$ cat src/rtl/cpu_pkg.sv
// Shared CPU-core constants: state encodings for the return-address push sequencer
// and stack accounting constants used by the control FSM.
// Latency: n/a (package). Backpressure: n/a (package).
//
// Contents:
//   PUSH_ST_*         2-bit state encodings for pc_stack_push
//   STACK_PUSH_BYTES  bytes written per return-address push
//   stack_sub()       modulo-2^16 stack pointer decrement helper
package cpu_pkg;

    // pc_stack_push sequencer states (2-bit encoding kept stable for legacy decode)
    localparam logic [1:0] PUSH_ST_IDLE    = 2'd0;
    localparam logic [1:0] PUSH_ST_PUSH_HI = 2'd1;
    localparam logic [1:0] PUSH_ST_PUSH_LO = 2'd2;
    localparam logic [1:0] PUSH_ST_DONE    = 2'd3;

    // A return-address push always writes two bytes; the control FSM uses this
    // to account for the memory cycles a CALL/RST/interrupt entry consumes.
    localparam int STACK_PUSH_BYTES = 2;

    // Stack pointer minus a small offset; wraps silently at 2^16.
    function automatic logic [15:0] stack_sub(input logic [15:0] sp, input logic [1:0] n);
        return sp - {14'd0, n};
    endfunction

endpackage

$ cat src/rtl/pc_stack_push.sv
// Return-address push: latches ret_addr/sp_in on start, writes hi byte at SP-1 then lo byte at SP-2, returns SP-2.
// Latency: done/sp_load pulse 3 cycles after the start edge with no wait states; +1 cycle per stalled write cycle.
// Backpressure: mem_ready low holds the presented write stable; start is accepted only in IDLE.
//
// Ports:
//   clock, reset      system clock; synchronous active-high reset
//   start             push request, sampled only in IDLE
//   ret_addr, sp_in   return address and current SP, latched on an accepted start
//   mem_ready         memory accepts the write presented this cycle
//   mem_addr/mem_wdata/mem_we  byte write bus (address/data are 0 when not writing)
//   busy              high in every state except IDLE
//   done, sp_load     coincident one-cycle pulses at completion
//   sp_out            latched SP minus 2 while sp_load is high, else 0
module pc_stack_push
    import cpu_pkg::*;
(
    input  logic        clock,
    input  logic        reset,
    input  logic        start,
    input  logic [15:0] ret_addr,
    input  logic [15:0] sp_in,
    input  logic        mem_ready,
    output logic [15:0] mem_addr,
    output logic [7:0]  mem_wdata,
    output logic        mem_we,
    output logic        busy,
    output logic        done,
    output logic        sp_load,
    output logic [15:0] sp_out
);

    logic [1:0]  state_q;
    logic [15:0] addr_q;
    logic [15:0] sp_q;

    // Local subtractors on the latched SP; wraparound is intended (0x0000 -> 0xFFFF).
    logic [15:0] sp_m1;
    logic [15:0] sp_m2;

    assign sp_m1 = stack_sub(sp_q, 2'd1);
    assign sp_m2 = stack_sub(sp_q, 2'd2);

    // State and operand registers. Reset wins over start at the same edge and
    // aborts any push in flight; a byte already accepted by memory stays written.
    always_ff @(posedge clock) begin
        if (reset) begin
            state_q <= PUSH_ST_IDLE;
            addr_q  <= '0;
            sp_q    <= '0;
        end else begin
            case (state_q)
                PUSH_ST_IDLE: begin
                    if (start) begin
                        addr_q  <= ret_addr;
                        sp_q    <= sp_in;
                        state_q <= PUSH_ST_PUSH_HI;
                    end
                end
                PUSH_ST_PUSH_HI: begin
                    if (mem_ready) begin
                        state_q <= PUSH_ST_PUSH_LO;
                    end
                end
                PUSH_ST_PUSH_LO: begin
                    if (mem_ready) begin
                        state_q <= PUSH_ST_DONE;
                    end
                end
                default: begin
                    // DONE always returns to IDLE; a start seen here is dropped.
                    state_q <= PUSH_ST_IDLE;
                end
            endcase
        end
    end

    // Output decode depends only on registered state, so no input reaches an
    // output combinationally and the write stays stable across a stall.
    always_comb begin
        mem_addr  = '0;
        mem_wdata = '0;
        mem_we    = 1'b0;
        busy      = 1'b0;
        done      = 1'b0;
        sp_load   = 1'b0;
        sp_out    = '0;
        case (state_q)
            PUSH_ST_IDLE: begin
                busy = 1'b0;
            end
            PUSH_ST_PUSH_HI: begin
                busy      = 1'b1;
                mem_we    = 1'b1;
                mem_addr  = sp_m1;
                mem_wdata = addr_q[15:8];
            end
            PUSH_ST_PUSH_LO: begin
                busy      = 1'b1;
                mem_we    = 1'b1;
                mem_addr  = sp_m2;
                mem_wdata = addr_q[7:0];
            end
            default: begin
                busy    = 1'b1;
                done    = 1'b1;
                sp_load = 1'b1;
                sp_out  = sp_m2;
            end
        endcase
    end

endmodule

$ cat config.mk
export PLATFORM = sky130hd
export DESIGN_NAME = pc_stack_push
export DESIGN_NICKNAME = d
export VERILOG_FILES = /design/src/rtl/cpu_pkg.sv /design/src/rtl/pc_stack_push.sv
export SDC_FILE = /design/constraint.sdc
export NUM_CORES = 1
export LEC_CHECK = 0
export ABC_CLOCK_PERIOD_IN_PS = 3300
export CELL_PAD_IN_SITES_DETAIL_PLACEMENT = 0
export CELL_PAD_IN_SITES_GLOBAL_PLACEMENT = 1
export CORE_UTILIZATION = 31
export DETAILED_ROUTE_END_ITERATION = 10
export MAX_ROUTING_LAYER = met4
export PLACE_DENSITY_LB_ADDON = 0.1
export SLEW_MARGIN = 0
export SYNTH_ARGS = -nofsm -noshare
export SYNTH_HDL_FRONTEND = slang
export SYNTH_SLANG_ARGS = --single-unit
$ cat constraint.sdc
create_clock -name clock -period 3.3 [get_ports clock]
set_clock_uncertainty 0.15 [all_clocks]
set_input_delay 0.66 -clock clock [delete_from_list [all_inputs] [get_ports clock]]
set_output_delay 0.66 -clock clock [all_outputs]
set_load 0.05 [all_outputs]
==> results by group, run 1 <==
Place
  • Routability cong.: 0.849
  • Detailed placement HPWL: 5.03 mm
  • # port buffers: 79

Floorplan
  • Io pins: 80
  • Total die area: 7670 µm²
  • Initial Utilization: 32.7%
  • Die Y: 87.6 µm
  • Die X-Extent: 87.6 µm
  • Site Rows: 30
  • Core footprint: 6940 µm²

STA
  • Period utilization: 97.4%
  • Max-slew violations: 0
  • Max Freq: 0.311 GHz
  • Final setup vio count: 0
  • Min cycle time layout: 3220 ps
  • RSZ-0062 raised after global routing: false
  • Final hold violation count: 0
  • Slew headroom: around 62%
  • Slew @ Worst Pin: 565 ps
  • Final setup TNS: 0 ps

Synthesis
  • Ys async rst share: 0%
  • Netlist Area Pre-Place: 2270 µm²
  • Synth warn: 0
  • Distinct cells, synth: 51
  • #FFs+latches synth: 34
  • Synth Flop Type: dfxtp_1
  • Post-synth EDFFs: 0
  • Mapped Cells: 317
  • Syn Nets: 360
  • Sequential share of the synthesized area: 30.0%
  • Mapped Avg Cell Area: 7.16 µm²

Setup path
  • Crit path max fanout: 6
  • Arrival @ worst endpoint: 2410 ps
  • Startpoint types: register
  • Crit. End Element: primary output
  • Top delay family on crit path: simple AND/OR/NAND/NOR gates
  • CP Data Required Time: 2490 ps
  • Worst path bufs/invs: 2
  • Slowest cell on crit path: or4b_4
  • Crit path cell chain: inv_2, ha_4, or4b_4, or2_4, or3_1, a21oi_2, buf_12
  • Crit Path Class: register to primary output
  • Max stage delay on crit path: 540 ps

Power and ir drop
  • Power per cell area: 812 nW/µm²
  • LEAKAGE: 1.29 nW
  • VDD IR max: 0.000225 V

Detailed routing
  • DR DRC count: 0
  • Vias per inst: slightly below 5
  • Vias: 2404
  • DRT Wirelength: ~6.6 mm
  • Final ANT Viol Nets: 0
  • DR pass1 iterations: 4
  • DRT iter0 DRCs: 120
  • Wire per inst: 13.5 µm

Clocking
  • Worst-case clock buffer depth: 2
  • CTS H-Tree Depth: 2
  • Clk slew on worst S/H paths: 70 ps
  • Clock latency on the worst-skew pair: 280 ps
  • # clock sinks: 34
  • TritonCTS clock tree: done
  • Total CTS buffers: 5
  • Root Buffer: clkbuf_8

Run
  • Max cap viols: 0

GRT
  • Total Routing Usage GR: 18.2%
  • First-pass GRT wire length: 10.6 mm
  • Largest net degree at the start of global routing: 35
  • Initial antenna violation count: 0
  • Global route overflow: 0
  • Vias in the first global route: around 2200

Cells and area
  • Inserted Diodes: 0
  • Layout Nets: 433
  • Area growth, synth to finish: 53.0%
  • Fraction of layout cells with a size suffix above 1: between 10% and 20%
  • Final Core Density: 50.0%

Min path
  • Worst hold path type: register to register

Run status
  • Outcome: complete, no violations
==> through the flow <==
| stage | hold WS [ps] | total power [mW] | instances | worst slack [ps] | area (µm²) |
|---|---|---|---|---|---|
| after global routing | 331 | 3.03 | 487 | 10.2 | 3470 |
| after detailed placement | 297 | 2.48 | 478 | 188 | 3340 |
| final | 306 | 2.82 | 487 | 84.9 | 3470 |
| after global placement | 296 | 2.48 | 478 | 232 | 3340 |
| after floorplan | 286 | 1.87 | 317 | 0.567 | 2300 |
| after CTS | 307 | 2.83 | 486 | 3.27 | 3450 |
==> timing repair <==
action | 4_1_cts | 5_1_grt
endpoints found under the setup margin | 7 | 10
pin swaps | 3 | 5
hold buffers | 0 | 0
gates resized for setup | 4 | 7
setup buffers | 0 | 1
endpoints found under the hold margin | 0 | 0
==> logic make-up (layout without fill, tap and decap cells) <==
| group | after synthesis | count (layout) | share of synthesized area, % |
|---|---|---|---|
| adders and majority gates | 7 | 7 | 3.86 |
| DFF | 34 | 34 | 30.0 |
| muxes | 2 | 2 | 0.937 |
| AOI/OAI and AO/OA | 81 | 81 | 21.8 |
| xor gates and xnor gates | 12 | 12 | 4.63 |
| buffers and inverters | 35 | 109 | 6.89 |
| and+or+nand+nor | 146 | 146 | 31.9 |
==> final timing paths <==
path               from           to  slack [ps]  cells after the start
max             sp_q[1]  mem_addr[7]          80                      7
min reg2reg  addr_q[14]   addr_q[14]         310                      2
max reg2reg  state_q[1]   state_q[0]        1150                      7
min          addr_q[14]   addr_q[14]         310                      2
==> routing by layer <==
layer | part of all wire [%] | GRT usage, % | wire length, µm | vias to the layer above
met5 | 0 | - | 0 | -
met2 | 46 | 28.1 | 3000 | 58
li1 | - | - | - | 1239
met4 | 0.23 | 3.58 | 15 | 0
met3 | 3.7 | 3.39 | 244 | 2
met1 | 50 | 24.8 | 3300 | 1105
==> tightest hold or removal path, stage by stage, from the launching register on <==
cell     delay [ps]
dfxtp_1         310
nand2_1          50
a21oi_1          50
==> registers in the layout, summed over array words and instances (netlist names) <==
signal	count
addr_q	16
sp_q	16
state_q	2
==> report_power, final <==
part,total [mW],switching [mW],internal (mW)
sequential,0.604,0.105,0.499
clock,0.322,0.155,0.168
combinational,1.89,1.11,0.786
total,2.82,1.37,1.45
==> synthesized netlist by cell type, types with 2 or more instances <==
| cell | instances | area (µm²) |
|---|---|---|
| o2111ai_1 | 2 | 17.5 |
| xnor2_1 | 6 | 52.6 |
| nor3_1 | 4 | 20.0 |
| nand3_1 | 4 | 20.0 |
| inv_1 | 9 | 33.8 |
| or3_1 | 7 | 43.8 |
| and3_1 | 2 | 12.5 |
| dfxtp_1 | 34 | 681 |
| a21oi_1 | 44 | 220 |
| buf_2 | 2 | 10.0 |
| ha_1 | 7 | 87.6 |
| nand2b_1 | 2 | 12.5 |
| clkbuf_1 | 20 | 75.1 |
| o21ai_0 | 7 | 35.0 |
| a21boi_0 | 2 | 15.0 |
| nand4_1 | 2 | 12.5 |
| or2_2 | 3 | 18.8 |
| nor2_1 | 24 | 90.1 |
| buf_6 | 2 | 22.5 |
| nor2b_1 | 11 | 68.8 |
| a311oi_1 | 3 | 26.3 |
| o211ai_1 | 3 | 22.5 |
| nand2_1 | 74 | 278 |
| xor2_1 | 6 | 52.6 |
| buf_4 | 2 | 15.0 |
| nor4_4 | 2 | 42.5 |
| or4_4 | 2 | 22.5 |
| a22oi_1 | 8 | 60.1 |
==> cells in the final DEF, fill, tap and decap left out, types with 2 or more instances in the layout <==
master            n
nand4_1           2
dfxtp_1          32
xnor2_1           6
inv_1             7
and3_1            2
or2_2             3
or3_1             7
o21ai_0           7
ha_1              5
a22oi_1           8
a311oi_2          3
nor3_1            3
dfxtp_2           2
o211ai_1          3
nand2b_1          2
or2_4             2
buf_4            25
clkdlybuf4s50_1  48
clkbuf_8          6
buf_12           19
or4_4             2
nand3_1           4
o2111ai_1         2
a21oi_1          42
inv_2             2
nor2b_1          11
a21boi_0          2
a21oi_2           2
nand2_1          74
xor2_1            6
nor2_1           24
nor4_4            2
==> final cells by class <==
| type | count | area, µm² |
|---|---|---|
| Inverter | 9 | 33.8 |
| Multi-Input combinational cell | 248 | 1490 |
| Timing Repair Buffer | 92 | 1050 |
| Clock buffer | 6 | 82.6 |
| Fill cell | 701 | 3470 |
| Tap cell | 96 | 120 |
| Sequential cell | 34 | 683 |
| Clock inverter | 2 | 12.5 |
(Power assumes the default switching activity.)
==> run 2, diff against run 1 <==
--- a/config.mk
+++ b/config.mk
@@ -5,7 +5,7 @@
 export SDC_FILE = /design/constraint.sdc
 export NUM_CORES = 1
 export LEC_CHECK = 0
-export ABC_CLOCK_PERIOD_IN_PS = 3300
+export ABC_CLOCK_PERIOD_IN_PS = 3500
 export CELL_PAD_IN_SITES_DETAIL_PLACEMENT = 0
 export CELL_PAD_IN_SITES_GLOBAL_PLACEMENT = 1
 export CORE_UTILIZATION = 31
==> constraint.sdc (replaced) <==
create_clock -name clock -period 3.5 [get_ports clock]
set_clock_uncertainty 0.15 [all_clocks]
set_input_delay 0.7 -clock clock [delete_from_list [all_inputs] [get_ports clock]]
set_output_delay 0.7 -clock clock [all_outputs]
set_load 0.05 [all_outputs]
==> run 2 against run 1 <==
Effect of this change: critical path depth unchanged; sequential share of layout area up 0.29 points; wire length down 1.8%; clock-buffer cell count unchanged; via count down 1.6%; die area unchanged; combinational power down 9%; cell area down 1.8%; register-to-register slack better by 50 ps.
==> results by group, run 2 (same netlist as run 1, synthesis figures left out) <==
Detailed routing
  • Vias per inst: 4.92
  • Vias: roughly 2400
  • DRT Wirelength: between 6 and 7 mm
  • Wire per inst: roughly 13 µm
  • DR DRC count: 0
  • Final ANT Viol Nets: 0
  • DR pass1 iterations: 4
  • DRT iter0 DRCs: 93

Setup path
  • Worst r2r src: state_q[0]
  • Arrival @ worst endpoint: 2470 ps
  • FF-to-FF setup slack: 1200 ps
  • CP Data Required Time: ~2700 ps
  • Crit. End Element: primary output
  • Crit Path Class: register to primary output
  • Cells on worst reg2reg path: 7
  • RR Endpoint: state_q[0]
  • Crit path max fanout: 7
  • Startpoint types: register

Power and ir drop
  • Net Switching: 1.27 mW
  • Combinational share of power: 66.3%
  • Power per cell area: 761 nW/µm²
  • VDD IR max: approximately 0.00027 V
  • P_int: ~1.3 mW
  • Clk pwr share: ~11%
  • Total design power: 2.60 mW
  • Seq pwr share: 22.3%
  • Sw frac: 49.0%
  • LEAKAGE: 1.23 nW

STA
  • Min cycle time layout: 3320 ps
  • Final setup vio count: 0
  • Slew @ Worst Pin: 803 ps
  • Slew headroom: between 40% and 50%
  • Final setup TNS: 0 ps
  • Period utilization: 94.7%
  • Max-slew violations: 0
  • Final hold violation count: 0
  • Max Freq: around 0.30 GHz
  • RSZ-0062 raised after global routing: false

Place
  • Routability cong.: 0.846
  • Area after DPL: 3290 µm²
  • # port buffers: 79
  • Detailed placement HPWL: ~4.9 mm

Clocking
  • Clock latency on the worst-skew pair: approximately 280 ps
  • Clk slew on worst S/H paths: 70 ps
  • Post-CTS Setup Repair Bufs: 0
  • Worst-case clock buffer depth: 2
  • # clock sinks: 34
  • Total CTS buffers: 5
  • TritonCTS clock tree: done
  • Root Buffer: clkbuf_8
  • CTS H-Tree Depth: 2

Floorplan
  • Initial Utilization: 32.7%
  • Die X-Extent: 87.6 µm
  • Io pins: 80
  • Core footprint: 6940 µm²
  • Site Rows: 30
  • Total die area: around 7700 µm²
  • Die Y: 87.6 µm

GRT
  • First-pass GRT wire length: 10.7 mm
  • Global route overflow: 0
  • Vias in the first global route: between 2000 and 2500
  • Initial antenna violation count: 0
  • Total Routing Usage GR: 18.2%
  • Largest net degree at the start of global routing: 35

Cells and area
  • Area growth, synth to finish: 50.2%
  • Inserted Diodes: 0
  • Layout Nets: about 430
  • Fill count: slightly above 700
  • Biggest regs: addr_q x16, sp_q x16, state_q x2
  • Commonest non-fill, non-tap cell in the layout: nand2_1
  • Fin area: around 3400 µm²
  • Fraction of layout cells with a size suffix above 1: 14.8%
  • Most frequent cells in the layout: nand2_1, clkdlybuf4s50_1, a21oi_1, dfxtp_1, nor2_1

Min path
  • Hold_sp: addr_q[9]
  • Worst hold path type: register to register
  • Worst Hold End: addr_q[9]
  • Hold-critical path depth: 2

Run
  • Max cap viols: 0

Run status
  • Outcome: complete, no violations
-- run 2: worst max path at each step --
stage / depth (start not counted) / start / end
detailed placement: 7 / sp_q[1] / mem_addr[13]
global route: 7 / sp_q[1] / mem_addr[14]
floorplan: 6 / sp_q[1] / mem_addr[7]
global placement: 7 / sp_q[1] / mem_addr[7]
CTS: 7 / sp_q[1] / mem_addr[7]
finish: 7 / sp_q[2] / mem_addr[7]
-- run 2: timing repair --
action	in CTS	in global routing
resized for setup	1	4
hold buffers	0	0
pin swaps	0	4
setup endpoints to repair	2	8
-- run 2: cell type report --
cell class / count / area (µm²) / area share (%)
clock buffer: 6 / 82.6 / 2.42
clock inverter: 2 / 12.5 / 0.367
inverter: 9 / 33.8 / 0.991
multi-input combinational: 248 / 1480 / 43.4
sequential: 34 / 681 / 20.0
tap: 96 / 120 / 3.52
timing repair buffer: 86 / 998 / 29.3
-- run 2: critical path, stage by stage, from the launching register on --
cell and delay, ps:
dfxtp_1 360, inv_1 130, ha_4 170, or4b_4 530, or2_1 270, or3_1 370, a21oi_2 190, buf_12 160
-- run 2: stage by stage --
| stage | util [%] | cells | setup slack [ps] | hold WS, ps |
|---|---|---|---|---|
| after floorplan | - | 317 | 68.3 | 286 |
| after global placement | 47.4 | 473 | 350 | 294 |
| after detailed placement | 47.4 | 473 | 320 | 297 |
| after CTS | 48.8 | 481 | 40.9 | 307 |
| after global routing | 49.1 | 481 | 65.6 | 318 |
| final | 49.1 | 481 | 184 | 306 |
-- run 2: power by group through the flow --
stage | logic [mW] | clock network (mW) | registers (mW)
5_1_grt | 1.87 | 0.325 | 0.594
3_5_place_dp | 1.72 | 0 | 0.584
2_1_floorplan | 1.23 | 0 | 0.528
6_report | 1.72 | 0.296 | 0.579
4_1_cts | 1.72 | 0.306 | 0.576
3_3_place_gp | 1.72 | 0 | 0.581
-- run 2: layer usage --
layer  GRT usage (%)  routed length, µm
met4            3.58                 36
met2            28.7               2960
met1            24.7               3190
met3            2.73                258
met5               -                  0
